**src/rtl/vga_sync_gen.sv**
```systemverilog
// VGA 640x480@60 timing generator: pixel-rate enable, raw h/v counters and
// registered sync/blanking decode that stays aligned with the counter outputs.
module vga_sync_gen #(
  parameter int CLK_DIV = 2,
  parameter int H_TOTAL = 800,
  parameter int H_SYNC  = 128,
  parameter int H_BP    = 144,
  parameter int H_FP    = 784,
  parameter int V_TOTAL = 521,
  parameter int V_SYNC  = 2,
  parameter int V_BP    = 31,
  parameter int V_FP    = 511
) (
  input  logic       clk,
  input  logic       clr,
  output logic       pix_ce,
  output logic [9:0] hc,
  output logic [9:0] vc,
  output logic       hsync,
  output logic       vsync,
  output logic       vidon,
  output logic       line_start,
  output logic       frame_start
);

  localparam int DIV_W = (CLK_DIV > 1) ? $clog2(CLK_DIV) : 1;
  localparam logic [DIV_W-1:0] DIV_LAST = DIV_W'(CLK_DIV - 1);

  localparam logic [9:0] H_LAST = 10'(H_TOTAL - 1);
  localparam logic [9:0] H_SYNC_C = 10'(H_SYNC);
  localparam logic [9:0] H_BP_C = 10'(H_BP);
  localparam logic [9:0] H_FP_C = 10'(H_FP);
  localparam logic [9:0] V_LAST = 10'(V_TOTAL - 1);
  localparam logic [9:0] V_SYNC_C = 10'(V_SYNC);
  localparam logic [9:0] V_BP_C = 10'(V_BP);
  localparam logic [9:0] V_FP_C = 10'(V_FP);

  logic [DIV_W-1:0] div;
  logic [DIV_W-1:0] div_nxt;
  logic [9:0]       hc_nxt;
  logic [9:0]       vc_nxt;
  logic             h_wrap;
  logic             v_wrap;

  // Counters step on the edge after pix_ce is seen high, so decode can be
  // taken from the next values and land together with hc/vc.
  always_comb begin
    div_nxt = (div == DIV_LAST) ? '0 : div + 1'b1;
    h_wrap  = pix_ce && (hc == H_LAST);
    v_wrap  = h_wrap && (vc == V_LAST);
    hc_nxt  = hc;
    vc_nxt  = vc;
    if (pix_ce) begin
      hc_nxt = h_wrap ? 10'd0 : hc + 10'd1;
      if (h_wrap)
        vc_nxt = v_wrap ? 10'd0 : vc + 10'd1;
    end
  end

  always_ff @(posedge clk) begin
    if (clr) begin
      div         <= '0;
      pix_ce      <= 1'b0;
      hc          <= '0;
      vc          <= '0;
      hsync       <= 1'b0;
      vsync       <= 1'b0;
      vidon       <= 1'b0;
      line_start  <= 1'b0;
      frame_start <= 1'b0;
    end else begin
      div         <= div_nxt;
      pix_ce      <= (div == DIV_LAST);
      hc          <= hc_nxt;
      vc          <= vc_nxt;
      hsync       <= (hc_nxt >= H_SYNC_C);
      vsync       <= (vc_nxt >= V_SYNC_C);
      vidon       <= (hc_nxt >= H_BP_C) && (hc_nxt < H_FP_C) &&
                     (vc_nxt >= V_BP_C) && (vc_nxt < V_FP_C);
      line_start  <= h_wrap;
      frame_start <= v_wrap;
    end
  end

endmodule

```
**config.mk**
```make
export PLATFORM = sky130hd
export DESIGN_NAME = vga_sync_gen
export DESIGN_NICKNAME = d
export VERILOG_FILES = /design/src/rtl/vga_sync_gen.sv
export SDC_FILE = /design/constraint.sdc
export NUM_CORES = 1
export LEC_CHECK = 0
export CAP_MARGIN = 20
export CORE_MARGIN = 2
export CORE_UTILIZATION = 35
export CTS_CLUSTER_SIZE = 12
export DETAILED_ROUTE_END_ITERATION = 7
export HOLD_SLACK_MARGIN = 0.08
export PLACE_DENSITY = 0.56
export SYNTH_ARGS = -nofsm -noshare
export SYNTH_HDL_FRONTEND = slang
export SYNTH_SLANG_ARGS = --single-unit
```
**constraint.sdc**
```tcl
create_clock -name clk -period 5.3 [get_ports clk]
set_input_delay 1.06 -clock clk [delete_from_list [all_inputs] [get_ports clk]]
set_output_delay 1.06 -clock clk [all_outputs]
set_load 0.02 [all_outputs]
```
==> results by group, run 1 <==
Layout
  • Fill count: about 440
  • Post-route cell area: around 1900 um^2
  • Layout cells sized above 1: between 10% and 20%
  • Layout Area Growth over Synthesis: 18.4%
  • Register area: between 500 and 600 um^2
  • Nets: between 200 and 250
  • Ant. Diodes: 0
  • Multi-input gate area: ~970 um^2
  • Leading cell types in the layout, fill and taps excluded: dfxtp_1 (27), clkdlybuf4s50_1 (27), nor2_1 (23)

Pwr
  • PnR Total Power: between 300 and 400 uW
  • Pwr Density: approximately 180 nW/um^2
  • VDD IR max: roughly 0.083 mV
  • Static Leakage: about 0.00065 uW
  • Sequential power share: between 60% and 70%
  • Comb pwr share: between 3 and 4%
  • Clk pwr share: 35.3%
  • Internal Power: about 260 uW
  • Sw Share: about 22%
  • P_sw: ~76 uW

Synth
  • Synth warn: 0
  • Post-synth EDFFs: 0
  • Seq cells post-synth: 27
  • Most common flop cell mapped by yosys: dfxtp_1
  • Post-synthesis sequential area ratio: around 34%
  • Avg Inst Size Synth: between 8 and 9 um^2
  • Syn Inst Count: approximately 180
  • Count of cell types in the netlist: 53
  • Cell Area, Synth: about 1600 um^2
  • FFs w/ async S/R, synth: 0%
  • Syn nets: about 190

Placement
  • Area after DPL: roughly 1900 um^2
  • DP Wirelength: roughly 2.8 mm
  • GP Congestion: 0.907
  • PortBufs: 27

Drt
  • Via count: ~1400
  • Avg Vias per Cell: 5.61
  • Wirelength per Cell: 15.1 um
  • Remaining DRCs: 0
  • Pre-antenna DRT Iters: 4
  • Antenna Nets Post-Route: 0
  • DRT iter0 DRCs: 102
  • Routed wire length: 3.84 mm

Floorplanning
  • Die Ht: roughly 72 um
  • Die Area: just over 5000 um^2
  • Initial core utilization: a little under two fifths
  • Site Rows: 24
  • Core area: between 4000 and 5000 um^2
  • Die width: 71.9 um
  • Top Ports: 28

Setup path
  • Crit path arrival time: about 3 ns
  • Req. time, crit path: approximately 5.5 ns
  • Crit path launch type: register
  • Crit Path Category: register to register
  • Crit path capture type: register
  • Critical Path Fanout Max: 7

Run status
  • Status: finished clean

Min path
  • HP Class: register to register

Clocking
  • CTS sink count: 27
  • PostCTS Resize Cnt: 0
  • Latest clock arrival within the worst-skew pair: between 0.2 and 0.3 ns
  • Root Driver: clkbuf_8
  • Post-CTS setup buffer count: 0
  • H-tree depth: 1
  • Cts hold-fix bufs: 0
  • Worst-path clk slew: ~0.10 ns
  • CTS max path bufs: 2
  • CTS tree: done
  • Inserted Clock Buffers: 3

Global route
  • Grt peak-use layer: met2
  • Met2 GRT Util: 24.6%
  • Grt met1 use: 21.7%
  • Pin count of the biggest net entering global routing: 28
  • GRT Total Usage: 15.6%
  • Number of global-route vias before repair: approximately 1400
  • First-pass GRT wire length: about 6.5 mm
  • GRT overflow: 0
  • Met3 usage: under 10%
  • Initial antenna violation count: 0

Timing
  • RSZ-0062 raised after global routing: false
  • Slew margin rel.: about a third
  • Worst-Margin Slew: 0.976 ns
  • Tcrit/Tclk final: 52.1%
  • Fmax: between 0.3 and 0.4 GHz
  • Setup TNS: 0 ns
  • Crit path time final: ~2.8 ns
  • Final Setup Violations: 0
  • Clk_skew: around 0.0064 ns
  • Hold_ws: between 0.4 and 0.5 ns
  • Final hold violation count: 0
  • Fin. max-slew vios: 0

Flow run
  • # Max-Cap Violations: 0
[cell type report]
class	instances	share of cell area, %
Clock buffer	3	2.16
Clock inverter	1	0.262
Inverter	4	0.786
Multi-Input combinational cell	139	50.7
Sequential cell	27	28.3
Tap cell	52	3.41
Timing Repair Buffer	28	14.4
[per-stage QoR]
stage | setup slack, ns | utilization (%) | cells
2_1_floorplan | 3.14 | - | 183
3_3_place_gp | 2.64 | 42.4 | 249
3_5_place_dp | 2.46 | 42.4 | 249
4_1_cts | 2.43 | 43.4 | 253
5_1_grt | 2.37 | 43.6 | 254
6_report | 2.54 | 43.6 | 254
[per-layer routing]
layer | wire (um) | vias to the layer above
li1 | - | 705
met1 | 1810 | 676
met2 | 1800 | 41
met3 | 185 | 4
met4 | 40 | 0
met5 | 0 | -
[power by group through the flow]
| stage | registers (uW) | clock network [uW] | logic (uW) |
|---|---|---|---|
| after floorplan | 212 | 0 | 6.58 |
| after global placement | 211 | 0 | 10.8 |
| after detailed placement | 212 | 0 | 11.2 |
| after CTS | 207 | 123 | 11.2 |
| after global routing | 208 | 130 | 12.0 |
| final | 207 | 119 | 10.9 |
[synthesized netlist by cell type, types with 2 or more instances]
cell type / instances / share of area (%)
nor2_1: 23 / 5.4
xor2_1: 6 / 3.3
inv_1: 4 / 0.93
dfxtp_1: 27 / 34
nor3_2: 2 / 1.2
nand4_1: 8 / 3.1
a311oi_1: 2 / 1.1
nand2_1: 8 / 1.9
nor4b_1: 2 / 1.1
buf_6: 3 / 2.1
and4_1: 5 / 2.7
and3_1: 4 / 1.6
ha_1: 3 / 2.3
xnor2_1: 10 / 5.4
a21oi_1: 5 / 1.6
or3b_2: 2 / 1.1
buf_4: 4 / 1.9
nor3b_1: 2 / 0.93
nor2b_1: 3 / 1.2
buf_2: 3 / 0.93
clkbuf_1: 2 / 0.47
nor3_1: 11 / 3.4
nand3_1: 8 / 2.5
or4b_1: 2 / 1.2
nor4_2: 4 / 3.1
a31oi_1: 3 / 1.2
[kinds of logic (layout without fill, tap and decap cells)]
logic type | count (synthesis) | after routing | synth area share, %
multiplexers | 3 | 3 | 2.02
buffers and inverters | 17 | 36 | 6.52
adder cells (fa/ha/maj) | 3 | 3 | 2.33
AO/OA/AOI/OAI | 22 | 22 | 9.54
AND/OR/NAND/NOR | 95 | 95 | 37.4
XOR/XNOR | 16 | 16 | 8.69
flip-flops | 27 | 27 | 33.5
[registers in the layout, indices dropped and copies added, names as in the netlist]
signal	cells
div	1
frame_start	1
hc	10
hsync	1
line_start	1
pix_ce	1
vc	10
vidon	1
vsync	1
[path summary, 6_finish.rpt]
| check | from | to | slack (ns) | cells past startpoint |
|---|---|---|---|---|
| worst min register to register | div | div | 0.41 | 1 |
| worst min-delay path | div | div | 0.41 | 1 |
| worst max register to register | hc[0] | vidon | 2.54 | 8 |
| worst max-delay path | hc[0] | vidon | 2.54 | 8 |
[worst max-delay path, stage by stage, from the launching register on]
cell       delay [ns]
dfxtp_1          0.42
ha_1             0.27
nand3_2          0.17
nor4_2           0.66
clkbuf_2         0.29
nand4_1          0.11
a211o_1          0.34
a2bb2oi_1        0.15
nor4b_2          0.26
Power figures use the tool's default switching activity.
==> run 2: changes to the inputs <==
- PLACE_DENSITY: 0.56 -> 0.58
- clock period: 5.3 -> 2.4 ns (I/O delays scaled with it)
==> run 2 against run 1 <==
  * Register-to-register slack got worse by 2.4 ns
  * Final cell count increased by 3.9%
  * Clock power increased by 120%
  * Worst setup slack got worse by 2.4 ns
  * Sequential share of layout area decreased by 1.2 points
  * Critical endpoint unchanged
  * Hold slack got worse by 0.0031 ns
  * Maximum frequency increased by 23%
  * Routed wire length increased by 3.6%
  * Cell area increased by 4.8%
  * Highest routed layer unchanged
  * Combinational power increased to 3.0 times the previous value
==> results by group, run 2 (same netlist as run 1, synthesis figures left out) <==
Pwr
  • P_sw: 166 uW (+120%)
  • Clk pwr share: 35.0% (-0.3 points)
  • Pwr Density: 374 nW/um^2 (+110%)
  • Static Leakage: 0.000714 uW (+11%)
  • PnR Total Power: 749 uW (+120%)
  • Comb pwr share: 4.3% (+1.1 points)
  • Internal Power: 583 uW (+120%)
  • Sw Share: 22.1% (-0.25 points)
  • Sequential power share: 60.7% (-0.7 points)
  • VDD IR max: 0.185 mV (+120%)

Drt
  • Wirelength per Cell: 15.1 um (-0.33%)
  • Pre-antenna DRT Iters: 4 (unchanged)
  • Met3 routed WL: 157 um (-15%)
  • Antenna Nets Post-Route: 0 (unchanged)
  • Top routing layer in use: met4
  • Met1 Wirelength: 1.91 mm (+5.5%)
  • Met2 wire len: 1.84 mm (+2.2%)
  • Via count: 1454 (+2.0%)
  • DRT iter0 DRCs: 75 (-26%)
  • Remaining DRCs: 0 (unchanged)
  • Routed wire length: 3.98 mm (+3.6%)
  • Avg Vias per Cell: 5.51 (-1.9%)

Timing
  • Fmax: 0.445 GHz (+23%)
  • Crit path time final: 2.25 ns (-0.514 ns)
  • RSZ-0062 raised after global routing: false
  • Clk_skew: 0.00274 ns (-0.00364 ns)
  • Final Setup Violations: 0 (unchanged)
  • Fin. max-slew vios: 0 (unchanged)
  • Slew margin rel.: 70.5% (+36 points)
  • Tcrit/Tclk final: 93.7% (+42 points)
  • Final hold violation count: 0 (unchanged)
  • Setup TNS: 0 ns (unchanged)
  • Worst-Margin Slew: 0.440 ns (-0.536 ns)

Layout
  • Layout Area Growth over Synthesis: 24.0%
  • Ant. Diodes: 0 (unchanged)
  • Nets: 218 (+4.8%)
  • Layout cells sized above 1: 17.0% (+5.6 points)
  • Largest registers: hc: 10 flops, vc: 10 flops
  • Fill count: 446 (+1.8%)
  • Register area: 543 um^2 (+0.46%)
  • Multi-input gate area: 978 um^2 (+1.2%)
  • Commonest non-fill, non-tap cell in the layout: clkdlybuf4s50_1
  • Leading cell types in the layout, fill and taps excluded: clkdlybuf4s50_1 (27), dfxtp_1 (25), nor2_1 (23)

Floorplanning
  • Top Ports: 28 (unchanged)
  • Die Ht: 71.9 um (unchanged)
  • Core area: 4380 um^2 (unchanged)
  • Site Rows: 24 (unchanged)
  • Die Area: 5170 um^2 (unchanged)
  • Die width: 71.9 um (unchanged)
  • Initial core utilization: 36.8% (unchanged)

Setup path
  • Crit Path Category: register to register
  • Crit path arrival time: 2.41 ns (-0.53 ns)
  • Critical Path Fanout Max: 8 (+1)
  • End of the worst register-to-register path: vidon
  • R2R cell count: 6 (-2)
  • R2R setup slack: 0.15 ns (-2.39 ns)
  • Crit path capture type: register
  • Req. time, crit path: 2.56 ns (-2.92 ns)
  • Crit path launch type: register
  • FF-to-FF Start: vc[2]

Clocking
  • Latest clock arrival within the worst-skew pair: 0.27 ns (about the same)
  • CTS sink count: 27 (unchanged)
  • Inserted Clock Buffers: 3 (unchanged)
  • Root Driver: clkbuf_8
  • Post-CTS setup buffer count: 0 (unchanged)
  • Worst-path clk slew: 0.09 ns (about the same)
  • CTS max path bufs: 2 (unchanged)
  • H-tree depth: 1 (unchanged)
  • CTS tree: done

Global route
  • Number of global-route vias before repair: 1422 (+4.3%)
  • First-pass GRT wire length: 6.55 mm (+0.86%)
  • GRT Total Usage: 16.0% (+0.34 points)
  • GRT overflow: 0 (unchanged)
  • Pin count of the biggest net entering global routing: 16 (-43%)
  • Initial antenna violation count: 0 (unchanged)

Min path
  • HP Start: div
  • Depth of the worst hold-timing path: 1 (unchanged)
  • HP Class: register to register
  • Hold endpoint: div

Run status
  • Status: finished clean

Placement
  • DP Wirelength: 3.02 mm (+9.4%)
  • PortBufs: 27 (unchanged)
  • GP Congestion: 0.929 (+2.4%)

Flow run
  • # Max-Cap Violations: 0 (unchanged)
[run 2: cell count changes in the layout (fill, tap and decap cells not counted)]
cell,delta
buf_4,+11
dfxtp_1,-2
dfxtp_2,+2
clkbuf_2,-1
ha_1,-1
ha_2,+1
nor4_2,-1
nor4_4,+1
[run 2: worst max path at each step]
stage / startpoint / cells past startpoint / slack, ns / end
after global placement: vc[0] / 7 / 0.20 / vidon
after detailed placement: vc[0] / 7 / 0.12 / vidon
after global routing: hc[0] / 7 / 0.002 / vidon
after floorplan: hc[0] / 8 / 0.24 / vsync
after CTS: vc[0] / 7 / 0.09 / vidon
final: vc[2] / 6 / 0.15 / vidon
[run 2: critical path, stage by stage (launching register included)]
cell,delay (ns)
dfxtp_1,0.52
nand3_1,0.38
or3b_2,0.57
a211oi_1,0.26
a31oi_1,0.08
nor4_2,0.24
nor4b_2,0.08
[run 2: power groups by stage]
stage | Sequential [uW] | Combinational, uW | Clock (uW)
3_3_place_gp | 465 | 32.3 | 0
5_1_grt | 456 | 35.7 | 288
2_1_floorplan | 468 | 14.5 | 0
4_1_cts | 455 | 32.8 | 268
3_5_place_dp | 465 | 32.5 | 0
6_report | 455 | 32.2 | 262
[run 2: timing repair]
| item | CTS | global route |
|---|---|---|
| gates resized for setup | 0 | 4 |
| endpoints found under the setup margin | 0 | 1 |
| hold buffers | 0 | 0 |
[run 2: layer usage]
layer	track usage, %	vias up
met5	0	-
li1	-	727
met4	7.13	0
met1	21.6	685
met2	25.3	38
met3	2.25	4
[run 2: area by class of cell]
class	count	share of cell area (%)
well taps	52	3.25
clock buffers	3	2.06
clock inverters	1	0.250
multi-input cells	139	48.9
flip-flops and latches	27	27.1
repair buffers	38	17.6
inverters	4	0.750
[run 2: through the flow]
| stage | std cells | area, um^2 | hold slack [ns] | setup slack (ns) | util (%) |
|---|---|---|---|---|---|
| 5_1_grt | 264 | 2000 | 0.440 | 0.00175 | 45.6 |
| 3_3_place_gp | 260 | 1940 | 0.393 | 0.201 | 44.3 |
| 4_1_cts | 264 | 1990 | 0.411 | 0.0930 | 45.3 |
| 3_5_place_dp | 260 | 1940 | 0.397 | 0.122 | 44.3 |
| 6_report | 264 | 2000 | 0.409 | 0.150 | 45.6 |
| 2_1_floorplan | 183 | 1610 | 0.385 | 0.237 | - |
==> run 3: changes to the inputs <==
- CAP_MARGIN: 20 -> default
- SETUP_SLACK_MARGIN: default -> 0.5
==> run 3 against run 2 <==
  * Maximum frequency is 10% higher
  * Via count is 4.4% higher
  * Power is 0.82% lower
  * Hold slack better by 0.014 ns
  * Critical path depth is 2 higher
  * Final cell count is 4.2% higher
  * Highest routed layer unchanged
  * Critical path type unchanged
  * Count of clock-buffer cells in the layout is 1 higher
  * Cell area is 14% higher
  * First-iteration DRC count is 4.0% lower
  * Routed wire length is 10% higher
==> results by group, run 3 (same netlist as run 1, synthesis figures left out) <==
Setup path
  • Crit path capture type: register
  • CP Cell Sequence: ha_4 -> buf_4 -> nor3b_2 -> or4b_4 -> a22oi_2 -> a211o_1 -> a2bb2oi_1 -> nor4b_2
  • Critical path's largest stage delay: 0.49 ns (-0.08 ns)
  • Crit path launch type: register
  • Crit Path Category: register to register
  • Critical Path Fanout Max: 4 (-4)
  • Req. time, crit path: 2.57 ns (about the same)
  • Worst path bufs/invs: 1 (+1)
  • End of the worst register-to-register path: vidon
  • FF-to-FF Start: vc[1]
  • R2R setup slack: 0.36 ns (+0.21 ns)
  • R2R cell count: 8 (+2)
  • Crit path arrival time: 2.21 ns (-0.20 ns)
  • CP top delay family: simple AND/OR/NAND/NOR gates
  • Slowest library cell on the worst path: or4b_4
  • Worst Setup SP: vc[1]

Pwr
  • Pwr Density: 325 nW/um^2 (-13%)
  • Sw Share: 22.4% (+0.23 points)
  • VDD IR max: 0.142 mV (-23%)
  • Sequential power share: 60.2% (-0.5 points)
  • P_sw: 166 uW (+0.22%)
  • Static Leakage: 0.000928 uW (+30%)
  • Comb pwr share: 4.3% (about the same)
  • Internal Power: 577 uW (-1.1%)
  • Clk pwr share: 35.5% (+0.5 points)

Timing
  • RSZ-0062 raised after global routing: true
  • Final hold violation count: 0 (unchanged)
  • Slew margin rel.: 71.9% (+1.4 points)
  • Clk_skew: 0.0103 ns (+0.00752 ns)
  • Crit path time final: 2.04 ns (-0.207 ns)
  • Fin. max-slew vios: 0 (unchanged)
  • Setup TNS: 0 ns (unchanged)
  • Worst-Margin Slew: 0.419 ns (-0.0210 ns)
  • Final Setup Violations: 0 (unchanged)
  • Fmax: 0.490 GHz (+10%)
  • Tcrit/Tclk final: 85.1% (-8.6 points)

Flow run
  • # Max-Cap Violations: 0 (unchanged)

Floorplanning
  • Die Ht: 71.9 um (unchanged)
  • Site Rows: 24 (unchanged)
  • Die Area: 5170 um^2 (unchanged)
  • Initial core utilization: 36.8% (unchanged)
  • Core area: 4380 um^2 (unchanged)
  • Die width: 71.9 um (unchanged)
  • Top Ports: 28 (unchanged)

Layout
  • Layout Area Growth over Synthesis: 41.6%
  • Commonest non-fill, non-tap cell in the layout: nor2_1
  • Post-route cell area: 2280 um^2 (+14%)
  • Multi-input gate area: 1120 um^2 (+14%)
  • Fill count: 417 (-6.5%)
  • Layout cells sized above 1: 33.6% (+17 points)
  • Nets: 229 (+5.0%)
  • Largest registers: hc: 10 flops, vc: 10 flops
  • Register area: 579 um^2 (+6.7%)
  • Ant. Diodes: 0 (unchanged)
  • Leading cell types in the layout, fill and taps excluded: nor2_1 (23), clkdlybuf4s50_1 (21), buf_4 (20)

Clocking
  • Inserted Clock Buffers: 3 (unchanged)
  • Latest clock arrival within the worst-skew pair: 0.28 ns (about the same)
  • Root Driver: clkbuf_8
  • CTS sink count: 27 (unchanged)
  • CTS tree: done
  • Worst-path clk slew: 0.10 ns (about the same)
  • CTS max path bufs: 2 (unchanged)
  • H-tree depth: 1 (unchanged)

Global route
  • GRT Total Usage: 17.0% (+1.0 points)
  • Pin count of the biggest net entering global routing: 28 (+12)
  • First-pass GRT wire length: 7.09 mm (+8.3%)
  • Number of global-route vias before repair: 1460 (+2.7%)
  • Initial antenna violation count: 0 (unchanged)
  • GRT overflow: 0 (unchanged)

Placement
  • Area after DPL: 1960 um^2 (+1.1%)
  • PortBufs: 27 (unchanged)
  • GP Congestion: 0.926 (-0.39%)
  • DP Wirelength: 2.82 mm (-6.7%)

Drt
  • DRT iter0 DRCs: 72 (-4.0%)
  • Routed wire length: 4.38 mm (+10%)
  • Remaining DRCs: 0 (unchanged)
  • Pre-antenna DRT Iters: 4 (unchanged)
  • Avg Vias per Cell: 5.52 (+0.23%)
  • Via count: 1518 (+4.4%)
  • Wirelength per Cell: 15.9 um (+5.8%)
  • Antenna Nets Post-Route: 0 (unchanged)

Min path
  • Hold endpoint: div
  • HP Start: div
  • HP Class: register to register
  • Depth of the worst hold-timing path: 1 (unchanged)

Run status
  • Status: finished clean
run 3: layout make-up:
type,instances,share of cell area [%]
inverter,4,0.658
multi-input combinational,139,48.9
tap,52,2.85
sequential,27,25.4
clock buffer,4,1.97
timing repair buffer,49,20.3
run 3: power by group through the flow:
stage	Clock [uW]	Sequential, uW	Combinational [uW]
6_report	263	448	31.9
5_1_grt	285	448	34.4
4_1_cts	274	452	32.3
3_5_place_dp	0	464	29.7
3_3_place_gp	0	463	29.2
2_1_floorplan	0	466	15.5
run 3: per-layer routing:
| layer | vias to the layer above | share of wire [%] | track usage (%) |
|---|---|---|---|
| met4 | 0 | 0.91 | 3.77 |
| met2 | 32 | 49 | 28.4 |
| met3 | 5 | 4.0 | 2.81 |
| met1 | 734 | 46 | 23.1 |
| met5 | - | 0 | 0 |
| li1 | 747 | - | - |
run 3: worst register-to-register path: cells and delay by family, from the launching register on:
family                   cells  cell delay [ns]
AO/OA/AOI/OAI                3             0.59
adder cells (fa/ha/maj)      1             0.13
buffers and inverters        1             0.12
flip-flops                   1             0.37
AND/OR/NAND/NOR              3             0.73
run 3: timing repair:
action	in CTS	in global routing
buffers inserted	11	6
hold buffers	0	0
endpoints found under the setup margin	8	14
pin swaps	8	7
gates resized for setup	17	20
run 3: worst max-delay path by stage:
stage          cells after the start  slack (ns)     to
2_1_floorplan                      7        0.45  vidon
3_3_place_gp                       6        0.31  vidon
3_5_place_dp                       7        0.28  vidon
4_1_cts                            7        0.27  vidon
5_1_grt                            8        0.29  vidon
6_report                           8        0.36  vidon
run 3: metrics by stage:
stage                     instances  hold WS, ns  util (%)  total power [uW]  setup slack [ns]
after floorplan                 183        0.385         -               482             0.450
after CTS                       269        0.427      49.3               758             0.274
after global placement          254        0.396      44.7               492             0.313
after detailed placement        254        0.410      44.7               493             0.277
final                           275        0.423      52.1               743             0.358
after global routing            275        0.455      52.1               767             0.286
